[src/rtl/tlx_fwd_arbiter_if.sv]
// Forward-path bundle: three requester channels, the payload output channel,
// the credit-return strobe and the credit/overflow status seen by the arbiter.
interface tlx_fwd_arbiter_if #(
    parameter int CNT_W = 4
);
    logic             AW_REQ_VALID;
    logic [39:0]      AW_REQ_DATA;
    logic             AW_REQ_READY;
    logic             W_REQ_VALID;
    logic [39:0]      W_REQ_DATA;
    logic             W_REQ_READY;
    logic             AR_REQ_VALID;
    logic [39:0]      AR_REQ_DATA;
    logic             AR_REQ_READY;

    logic             FWD_PAYLOAD_TVALID;
    logic [39:0]      FWD_PAYLOAD_TDATA;
    logic             FWD_PAYLOAD_TREADY;

    logic             CREDIT_VALID;
    logic [2:0]       CREDIT_DATA;

    logic [CNT_W-1:0] CREDIT_AW;
    logic [CNT_W-1:0] CREDIT_W;
    logic [CNT_W-1:0] CREDIT_AR;
    logic             OVERFLOW_ERR;

    modport master (
        output AW_REQ_VALID, AW_REQ_DATA, W_REQ_VALID, W_REQ_DATA,
               AR_REQ_VALID, AR_REQ_DATA, FWD_PAYLOAD_TREADY,
               CREDIT_VALID, CREDIT_DATA,
        input  AW_REQ_READY, W_REQ_READY, AR_REQ_READY,
               FWD_PAYLOAD_TVALID, FWD_PAYLOAD_TDATA,
               CREDIT_AW, CREDIT_W, CREDIT_AR, OVERFLOW_ERR
    );

    modport slave (
        input  AW_REQ_VALID, AW_REQ_DATA, W_REQ_VALID, W_REQ_DATA,
               AR_REQ_VALID, AR_REQ_DATA, FWD_PAYLOAD_TREADY,
               CREDIT_VALID, CREDIT_DATA,
        output AW_REQ_READY, W_REQ_READY, AR_REQ_READY,
               FWD_PAYLOAD_TVALID, FWD_PAYLOAD_TDATA,
               CREDIT_AW, CREDIT_W, CREDIT_AR, OVERFLOW_ERR
    );
endinterface

[src/rtl/tlx_fwd_arbiter.sv]
// Credit-gated round-robin arbiter sharing the forward payload stream between AW/W/AR.
// Latency 1 cycle REQ handshake to registered TVALID; READY only while the output slot frees.
module tlx_fwd_arbiter #(
    parameter int CREDIT_INIT = 8,
    parameter int CREDIT_W    = 4
) (
    input  logic              FWD_CLK,
    input  logic              FWD_RESETn,
    tlx_fwd_arbiter_if.slave  bus
);
    localparam logic [CREDIT_W-1:0] CRED_MAX = CREDIT_W'(CREDIT_INIT);
    localparam logic [CREDIT_W-1:0] CRED_ONE = CREDIT_W'(1);
    localparam logic [1:0]          CLS_AR   = 2'd2;

    logic [2:0]               req_vld;
    logic [2:0]               ret;
    logic [2:0]               elig;
    logic [2:0]               full;
    logic [2:0]               grant;
    logic [2:0][CREDIT_W-1:0] cnt;
    logic [1:0]               ptr;
    logic [1:0]               gidx;
    logic [1:0]               cand;
    logic                     found;
    logic                     slot_free;
    logic                     tvalid;
    logic [39:0]              tdata;
    logic [39:0]              sel_dat;
    logic                     ovf;

    function automatic logic [1:0] nxt(input logic [1:0] c);
        return (c >= 2'd2) ? 2'd0 : c + 2'd1;
    endfunction

    assign req_vld   = {bus.AR_REQ_VALID, bus.W_REQ_VALID, bus.AW_REQ_VALID};
    assign ret       = bus.CREDIT_VALID ? bus.CREDIT_DATA : 3'b000;
    assign slot_free = !tvalid || bus.FWD_PAYLOAD_TREADY;

    always_comb begin
        for (int i = 0; i < 3; i++) begin
            elig[i] = req_vld[i] && (cnt[i] != '0);
            full[i] = (cnt[i] == CRED_MAX);
        end
    end

    // Search starts one past the last winner; grants are masked during reset.
    always_comb begin
        found = 1'b0;
        gidx  = 2'd0;
        grant = 3'b000;
        cand  = nxt(ptr);
        for (int k = 0; k < 3; k++) begin
            if (!found && elig[cand]) begin
                found = 1'b1;
                gidx  = cand;
            end
            cand = nxt(cand);
        end
        found = found && slot_free && FWD_RESETn;
        if (found) grant[gidx] = 1'b1;
    end

    always_comb begin
        case (gidx)
            2'd0:    sel_dat = bus.AW_REQ_DATA;
            2'd1:    sel_dat = bus.W_REQ_DATA;
            default: sel_dat = bus.AR_REQ_DATA;
        endcase
    end

    always_ff @(posedge FWD_CLK or negedge FWD_RESETn) begin
        if (!FWD_RESETn) begin
            tvalid <= 1'b0;
            tdata  <= '0;
            ptr    <= CLS_AR;
        end else if (slot_free) begin
            tvalid <= found;
            if (found) begin
                tdata <= sel_dat;
                ptr   <= gidx;
            end
        end
    end

    // A grant and a return in the same cycle cancel, so that case never overflows.
    always_ff @(posedge FWD_CLK or negedge FWD_RESETn) begin
        if (!FWD_RESETn) begin
            cnt <= {3{CRED_MAX}};
            ovf <= 1'b0;
        end else begin
            for (int i = 0; i < 3; i++) begin
                if (grant[i] && !ret[i]) begin
                    cnt[i] <= cnt[i] - CRED_ONE;
                end else if (ret[i] && !grant[i]) begin
                    if (full[i]) ovf <= 1'b1;
                    else         cnt[i] <= cnt[i] + CRED_ONE;
                end
            end
        end
    end

    assign bus.AW_REQ_READY       = grant[0];
    assign bus.W_REQ_READY        = grant[1];
    assign bus.AR_REQ_READY       = grant[2];
    assign bus.FWD_PAYLOAD_TVALID = tvalid;
    assign bus.FWD_PAYLOAD_TDATA  = tdata;
    assign bus.CREDIT_AW          = cnt[0];
    assign bus.CREDIT_W           = cnt[1];
    assign bus.CREDIT_AR          = cnt[2];
    assign bus.OVERFLOW_ERR       = ovf;
endmodule

[src/flat_wrapper.sv]
// flat-port wrapper written by rule: the top's interface ports become plain ports
module tlx_fwd_arbiter_flat 
#(
    parameter int CREDIT_INIT = 8,
    parameter int CREDIT_W    = 4
)
  (FWD_CLK, FWD_RESETn, bus_AW_REQ_VALID, bus_AW_REQ_DATA, bus_W_REQ_VALID, bus_W_REQ_DATA, bus_AR_REQ_VALID, bus_AR_REQ_DATA, bus_FWD_PAYLOAD_TREADY, bus_CREDIT_VALID, bus_CREDIT_DATA, bus_AW_REQ_READY, bus_W_REQ_READY, bus_AR_REQ_READY, bus_FWD_PAYLOAD_TVALID, bus_FWD_PAYLOAD_TDATA, bus_CREDIT_AW, bus_CREDIT_W, bus_CREDIT_AR, bus_OVERFLOW_ERR);
  tlx_fwd_arbiter_if #(.CNT_W(4)) bus_i ();
  input  logic FWD_CLK;
  input  logic FWD_RESETn;
  input wire logic [$bits(bus_i.AW_REQ_VALID)-1:0] bus_AW_REQ_VALID;
  input wire logic [$bits(bus_i.AW_REQ_DATA)-1:0] bus_AW_REQ_DATA;
  input wire logic [$bits(bus_i.W_REQ_VALID)-1:0] bus_W_REQ_VALID;
  input wire logic [$bits(bus_i.W_REQ_DATA)-1:0] bus_W_REQ_DATA;
  input wire logic [$bits(bus_i.AR_REQ_VALID)-1:0] bus_AR_REQ_VALID;
  input wire logic [$bits(bus_i.AR_REQ_DATA)-1:0] bus_AR_REQ_DATA;
  input wire logic [$bits(bus_i.FWD_PAYLOAD_TREADY)-1:0] bus_FWD_PAYLOAD_TREADY;
  input wire logic [$bits(bus_i.CREDIT_VALID)-1:0] bus_CREDIT_VALID;
  input wire logic [$bits(bus_i.CREDIT_DATA)-1:0] bus_CREDIT_DATA;
  output wire logic [$bits(bus_i.AW_REQ_READY)-1:0] bus_AW_REQ_READY;
  output wire logic [$bits(bus_i.W_REQ_READY)-1:0] bus_W_REQ_READY;
  output wire logic [$bits(bus_i.AR_REQ_READY)-1:0] bus_AR_REQ_READY;
  output wire logic [$bits(bus_i.FWD_PAYLOAD_TVALID)-1:0] bus_FWD_PAYLOAD_TVALID;
  output wire logic [$bits(bus_i.FWD_PAYLOAD_TDATA)-1:0] bus_FWD_PAYLOAD_TDATA;
  output wire logic [$bits(bus_i.CREDIT_AW)-1:0] bus_CREDIT_AW;
  output wire logic [$bits(bus_i.CREDIT_W)-1:0] bus_CREDIT_W;
  output wire logic [$bits(bus_i.CREDIT_AR)-1:0] bus_CREDIT_AR;
  output wire logic [$bits(bus_i.OVERFLOW_ERR)-1:0] bus_OVERFLOW_ERR;
  assign bus_i.AW_REQ_VALID = bus_AW_REQ_VALID;
  assign bus_i.AW_REQ_DATA = bus_AW_REQ_DATA;
  assign bus_i.W_REQ_VALID = bus_W_REQ_VALID;
  assign bus_i.W_REQ_DATA = bus_W_REQ_DATA;
  assign bus_i.AR_REQ_VALID = bus_AR_REQ_VALID;
  assign bus_i.AR_REQ_DATA = bus_AR_REQ_DATA;
  assign bus_i.FWD_PAYLOAD_TREADY = bus_FWD_PAYLOAD_TREADY;
  assign bus_i.CREDIT_VALID = bus_CREDIT_VALID;
  assign bus_i.CREDIT_DATA = bus_CREDIT_DATA;
  assign bus_AW_REQ_READY = bus_i.AW_REQ_READY;
  assign bus_W_REQ_READY = bus_i.W_REQ_READY;
  assign bus_AR_REQ_READY = bus_i.AR_REQ_READY;
  assign bus_FWD_PAYLOAD_TVALID = bus_i.FWD_PAYLOAD_TVALID;
  assign bus_FWD_PAYLOAD_TDATA = bus_i.FWD_PAYLOAD_TDATA;
  assign bus_CREDIT_AW = bus_i.CREDIT_AW;
  assign bus_CREDIT_W = bus_i.CREDIT_W;
  assign bus_CREDIT_AR = bus_i.CREDIT_AR;
  assign bus_OVERFLOW_ERR = bus_i.OVERFLOW_ERR;
  tlx_fwd_arbiter #(.CREDIT_INIT(CREDIT_INIT), .CREDIT_W(CREDIT_W)) u_core (.FWD_CLK(FWD_CLK), .FWD_RESETn(FWD_RESETn), .bus(bus_i));
endmodule
[config.mk]
export PLATFORM = sky130hd
export DESIGN_NAME = tlx_fwd_arbiter_flat
export DESIGN_NICKNAME = d
export VERILOG_FILES = /design/src/rtl/tlx_fwd_arbiter_if.sv /design/src/rtl/tlx_fwd_arbiter.sv /design/src/flat_wrapper.sv
export SDC_FILE = /design/constraint.sdc
export NUM_CORES = 1
export LEC_CHECK = 0
export ABC_AREA = 1
export CORE_MARGIN = 10
export CORE_UTILIZATION = 38
export CTS_CLUSTER_DIAMETER = 50
export DETAILED_ROUTE_END_ITERATION = 10
export GPL_ROUTABILITY_DRIVEN = 0
export PLACE_DENSITY = 0.78
export SLEW_MARGIN = 5
export SYNTH_ARGS = -nofsm -noshare
export SYNTH_HDL_FRONTEND = slang
export SYNTH_SLANG_ARGS = --single-unit
export TNS_END_PERCENT = 50
[constraint.sdc]
create_clock -name FWD_CLK -period 2.9 [get_ports FWD_CLK]
set_clock_uncertainty 0.15 [all_clocks]
set_input_delay 0.58 -clock FWD_CLK [delete_from_list [all_inputs] [get_ports FWD_CLK]]
set_output_delay 0.58 -clock FWD_CLK [all_outputs]
set_load 0.01 [all_outputs]
Yosys cells after proc, flatten, opt, wreduce, memory -nomap -nowiden:

Cells that the tools add are included.

* bits in registers: 56
* word-level logic and storage cells: 104
* output and inout bits: 57

* equal/unequal tests: 7
* $add $sub $neg: 9
* mux-type cells: 38
* reductions and logical operators: 35
* magnitude comparators: 8

Operators with widths (number)
* 40-bit one-hot mux with 2 select lines: 1
* 4-bit 2-to-1 mux: 9
* 1-bit 2-to-1 mux: 16
* 1-bit logical AND: 14
* 4-bit by 1-bit adder with 4-bit output (second input constant): 3
* 4-bit == test (second input constant): 3
* 2-bit by 3-bit < comparator with 1-bit output (second input constant): 4
* 2-bit 2-to-1 mux: 6
* 4-bit nonzero test: 3
* 4-bit by 1-bit subtractor with 4-bit output (second input constant): 3
* 1-bit zero test: 9
* 2-bit AND reduction: 4
* 2-bit by 1-bit adder with 2-bit output (second input constant): 3
* 1-bit binary-select mux with 2-bit select: 3
* 2-bit >= comparator (second input constant): 3
* 3-bit 2-to-1 mux: 2
* 2-bit != test (second input constant): 3
* 2-bit nonzero test: 3
* 1-bit demux with 2-bit select: 1
* 2-bit by 1-bit == test with 1-bit output (second input constant): 1
* 2-bit by 1-bit >= comparator with 1-bit output (second input constant): 1
* 2-bit zero test: 1
* 1-bit logical OR: 1

Longest topological paths before layout:

* word-level depth: 26
* depth in mapped cells: 21
* depth with buffers taken out: 20

Least setup slack after synthesis:

No wires, ideal clock.

* kind: reg2reg
* from: register u_core.ptr[1]
* to: register u_core.cnt (netlist bit u_core.bus.CREDIT_W[3])
* data arrival time: 2.823 ns
* path slack: -0.148 ns
* cell stages (with the launch flop): 21
* setup time: 0.075 ns
* cell sequence: dfstp_2 buf_4 nor2_2 nand3_1 nand2_1 nor2_4 nand3_1 nand3_2 inv_2 buf_6 buf_2 nand2_1 inv_1 ha_1 ha_1 nand2_1 nor2_1 a211oi_1 a21oi_1 o21ai_0 xnor2_1

* cells in the longest elaborated chain, start to end: 20
* elaborated cells between the ends (all ways): 40
* classes of those cells: add/sub: 3; order compare: 5; eq/ne: 1; mux: 19; reduce/logical: 12

RTL lines
* from (decl): RTL line tlx_fwd_arbiter.sv:21 `logic [1:0] ptr;`
* from (signal assigned): RTL line tlx_fwd_arbiter.sv:80 `ptr <= gidx;`
* 2-bit by 1-bit adder with 2-bit output or 2-bit >= comparator (tied branches): RTL line tlx_fwd_arbiter.sv:32 `return (c >= 2'd2) ? 2'd0 : c + 2'd1;`
* 2-bit 2-to-1 mux (*): RTL line tlx_fwd_arbiter.sv:32
* branches (longest 13 deep; another with 2-bit by 3-bit < comparator with 1-bit output)
* 3-bit 2-to-1 mux (*): RTL line tlx_fwd_arbiter.sv:60 `if (found) grant[gidx] = 1'b1;`
* net bus_W_REQ_READY: RTL line flat_wrapper.sv:21 `output wire logic [$bits(bus_i.W_REQ_READY)-1:0] bus_W_REQ_READY;`
* 1-bit zero test: RTL line tlx_fwd_arbiter.sv:94 `end else if (ret[i] && !grant[i]) begin`
* 1-bit logical AND: RTL line tlx_fwd_arbiter.sv:94
* 2-bit nonzero test (no source line)
* 2-bit AND reduction (no source line)
* to (signal assigned): RTL line tlx_fwd_arbiter.sv:88 `cnt <= {3{CRED_MAX}};`
* to (signal, indexed assignment): RTL line tlx_fwd_arbiter.sv:93 `cnt[i] <= cnt[i] - CRED_ONE;`
* to (signal, indexed assignment): RTL line tlx_fwd_arbiter.sv:96 `else cnt[i] <= cnt[i] + CRED_ONE;`
* to (decl): RTL line tlx_fwd_arbiter.sv:20 `logic [2:0][CREDIT_W-1:0] cnt;`

Mark *: on every way through the listed nets, which the timed path passes. The select of a mux whose other input is x is not followed.
A chain may end at the register's enable or synchronous reset.

Worst setup path in the final report:

* from: register u_core.ptr[1]
* to: register u_core.cnt (netlist bit u_core.bus.CREDIT_W[3])

* cells in the longest elaborated chain, start to end: 20
* elaborated cells between the ends (all ways): 40
* classes of those cells: add/sub: 3; order compare: 5; eq/ne: 1; mux: 19; reduce/logical: 12

RTL lines (RTL line)
* 2-bit by 1-bit adder with 2-bit output or 2-bit >= comparator (tied branches): tlx_fwd_arbiter.sv:32
* 2-bit 2-to-1 mux (*): tlx_fwd_arbiter.sv:32
* branches (longest 13 deep; another with 2-bit by 3-bit < comparator with 1-bit output)
* 3-bit 2-to-1 mux (*): tlx_fwd_arbiter.sv:60
* 1-bit zero test: tlx_fwd_arbiter.sv:94
* 1-bit logical AND: tlx_fwd_arbiter.sv:94
* 2-bit nonzero test (no source line)
* 2-bit AND reduction (no source line)

Mark *: on every way between the ends. The select of a mux whose other input is x is not followed.

==> metrics.txt <==
run status finished with violations; failing checks setup timing; Gate Count Post-Synth 558; die area 15000 sq um; GR Util All Layers 18.4%; Crit path largest cell delay 0.65 ns; CTS tree yes; Sink Count 56; first-pass GRT wire length 22600 um; Slowest cell on crit path dfstp_2; number of synthesized register bits 56; antenna viol nets, final 0; synthesized net count 703; CP cell instances nor2_4, buf_4, nand2_4, nand3_4, nand3_4, nand2_4, inv_2, nand2_2, nand2_2, inv_2, ha_4, ha_1, nand2_1, nor2_1, a211oi_2, buf_4, o21ai_1, xnor2_1; CP endpoint kind register; reg2reg end u_core.bus.CREDIT_W[3]$_DFFE_PN1P_; Leakage 3.15 nW; setup ws final -0.0697 ns; Fmax 0.337 GHz; die width 122 um; Register-to-Register Setup Slack -0.07 ns; Synth-to-Final Area Change 65.5%; Worst-path clk slew 0.10 ns; io pins 187; Post-route DRC 0; clk buf depth 2; CP Launch Type register; router iterations before antenna repair 4; Crit Path Max Fanout 6; actual slew at the worst max-slew pin 0.725 ns; YS warnings 0; Final HPWL DP 10700 um; Cell Count Post-Placement 892; Setup Viol. Count Final 3; initial antenna violation count 0; Detailed Route WL 14100 um; fillers 901; CTS hold repair buffers 0; Seq/Total Area, Yosys 35.3%; via count 4271; Distinct cells, synth 31; die span in y 122 um; GRT overflow 0; Min Hold Slack 0.326 ns; WP data required 3.00 ns; max_slew headroom 51.7%; worst min path class primary input to async pin; number of global-route vias before repair 4465; mean post-synth cell area 7.15 sq um; Post-Layout Cell Count 924; # diodes 0; Worst-Skew Late Latency 0.31 ns; site row count 37; R2R Path Start u_core.ptr[1]$_DFFE_PN1P_; Initial Util 38.8%; final hold viol count 0; Nets 932; Top delay family on crit path simple AND/OR/NAND/NOR gates; PwrDens 1070 nW/um^2; crit path DAT 3.07 ns; Setup TNS Final -0.116 ns; Tmin final 2.97 ns; Port Buffers 186; CTS Buf Count 5; worst slack at placement -0.454 ns; Max H-tree Level 2; wire per inst 15.3 um; DR iter-0 viols 217; RSZ-0062 raised after global routing true; CORE AREA 10300 sq um; share of layout cells above drive strength 1 22.6%; Vias/cell 4.62; MaxCap Viol Count 0; largest net degree at the start of global routing 66; reg2reg path depth 18; crit share post-route 102%; Final Max Slew Viols 0; Netlist Area Pre-Place 3990 sq um; CP Class register to register; WP buf/inv 4; peak supply drop 682 uV; clock root buffer clkbuf_8
## power breakdown
part / leakage [nW] / internal, mW / switching, mW / total [mW]
Sequential: 0.632 / 1.20 / 0.209 / 1.41
Combinational: 2.47 / 2.42 / 2.79 / 5.22
Clock: 0.0445 / 0.195 / 0.261 / 0.456
Total: 3.15 / 3.82 / 3.26 / 7.08
## worst reg2reg max path, cell delays in order (launching register included)
cell and delay (ns):
dfstp_2 0.65, nor2_4 0.07, buf_4 0.14, nand2_4 0.08, nand3_4 0.15, nand3_4 0.12
nand2_4 0.08, inv_2 0.06, nand2_2 0.06, nand2_2 0.09, inv_2 0.06, ha_4 0.18
ha_1 0.27, nand2_1 0.06, nor2_1 0.04, a211oi_2 0.27, buf_4 0.16, o21ai_1 0.07
xnor2_1 0.15
## cell type report
class	count	area [sq um]	area share, %
Timing Repair Buffer	244	2290	34.7
Multi-Input combinational cell	384	2280	34.6
Sequential cell	56	1410	21.3
Inverter	96	360	5.46
Tap cell	136	170	2.58
Clock buffer	7	86.3	1.31
Clock inverter	1	7.51	0.114
## flip-flops by register name, indices dropped and copies added (netlist names)
name / cells
u_core.bus.CREDIT_AR: 4
u_core.bus.FWD_PAYLOAD_TVALID: 1
u_core.bus.CREDIT_AW: 4
u_core.bus.CREDIT_W: 4
u_core.bus.OVERFLOW_ERR: 1
u_core.bus.FWD_PAYLOAD_TDATA: 40
u_core.ptr: 2
## logic make-up (layout without fill, tap and decap cells)
logic type / Yosys count / in the layout / synth area share (%)
AND/OR/NAND/NOR: 325 / 325 / 39.6
flip-flops: 56 / 56 / 35.3
AO/OA/AOI/OAI: 35 / 35 / 4.64
buffers and inverters: 118 / 348 / 13.2
adder cells (fa/ha/maj): 15 / 15 / 5.27
XOR/XNOR: 9 / 9 / 1.98
## metrics by stage
stage               cell area [sq um]  power, mW  util [%]
finish                           6600       7.08      64.2
global placement                 6150       5.96      59.9
floorplan                        4040       4.34         -
global route                     6600       7.76      64.2
CTS                              6410       6.82      62.3
detailed placement               6150       6.14      59.9
## per-layer routing
metal | up-vias | routed length (um) | GRT usage (%)
met5 | - | 0 | 0
li1 | 2150 | - | -
met4 | 0 | 290 | 5.52
met2 | 132 | 7200 | 32.9
met3 | 25 | 1090 | 5.88
met1 | 1964 | 5550 | 20.6
## how the worst max path moves through the flow
stage	start	endpoint	depth (start not counted)
floorplan	u_core.bus.CREDIT_W[3]$_DFFE_PN1P_	u_core.bus.CREDIT_W[3]$_DFFE_PN1P_	20
detailed placement	bus_AW_REQ_VALID	u_core.bus.CREDIT_AR[3]$_DFFE_PN1P_	17
global route	u_core.ptr[1]$_DFFE_PN1P_	u_core.bus.CREDIT_W[3]$_DFFE_PN1P_	18
CTS	u_core.ptr[1]$_DFFE_PN1P_	u_core.bus.CREDIT_AW[3]$_DFFE_PN1P_	16
finish	u_core.ptr[1]$_DFFE_PN1P_	u_core.bus.CREDIT_W[3]$_DFFE_PN1P_	18
global placement	bus_AW_REQ_VALID	u_core.bus.CREDIT_AR[3]$_DFFE_PN1P_	17
## timing repair
action | 4_1_cts | 5_1_grt
buffers inserted | 10 | 14
pin swaps | 13 | 19
gates resized for setup | 35 | 32
setup endpoints to repair | 9 | 13
## layout by cell type, fill, tap and decap left out, types with 2 or more instances in the layout
cell type,count
clkdlybuf4s50_1,179
nand2_1,99
inv_1,89
nand3_1,62
nor2_1,61
buf_4,56
dfrtp_1,51
or2_2,26
nor2_2,24
a21oi_1,19
or2_0,14
nand2_2,13
o21ai_0,8
inv_2,7
nor2_4,7
ha_1,7
clkbuf_8,6
nand3_4,5
nand4_1,5
xor2_1,5
ha_4,5
nand2_4,4
dfstp_2,4
nand3_2,3
o21ai_1,3
a211oi_2,3
buf_2,3
dlygate4sd2_1,3
buf_6,3
xnor2_2,2
xnor2_1,2
fa_2,2
## cells in the mapped netlist
master,n,share of area (%)
o211ai_1,1,0.19
nand2_8,1,0.50
nor2_4,3,0.85
dfstp_2,4,2.6
a21oi_1,20,2.5
or2_0,14,2.2
fa_1,3,1.5
o21ai_0,11,1.4
or2_2,26,4.1
buf_6,4,1.1
nand2_1,113,11
nor2_8,1,0.50
inv_1,92,8.7
xnor2_1,4,0.88
nand2_4,2,0.56
xor2_1,5,1.1
buf_2,9,1.1
ha_1,12,3.8
dfrtp_1,52,33
nand3_1,65,8.2
nand3_4,1,0.44
buf_4,3,0.56
nor2_1,67,6.3
nand4_1,5,0.78
inv_2,4,0.38
clkbuf_1,4,0.38
nor2_2,22,3.5
buf_12,2,1.0
nand3_2,4,1.0
nand2_2,1,0.16
a211oi_1,3,0.56
No activity file was read; power rests on OpenSTA's default activity.
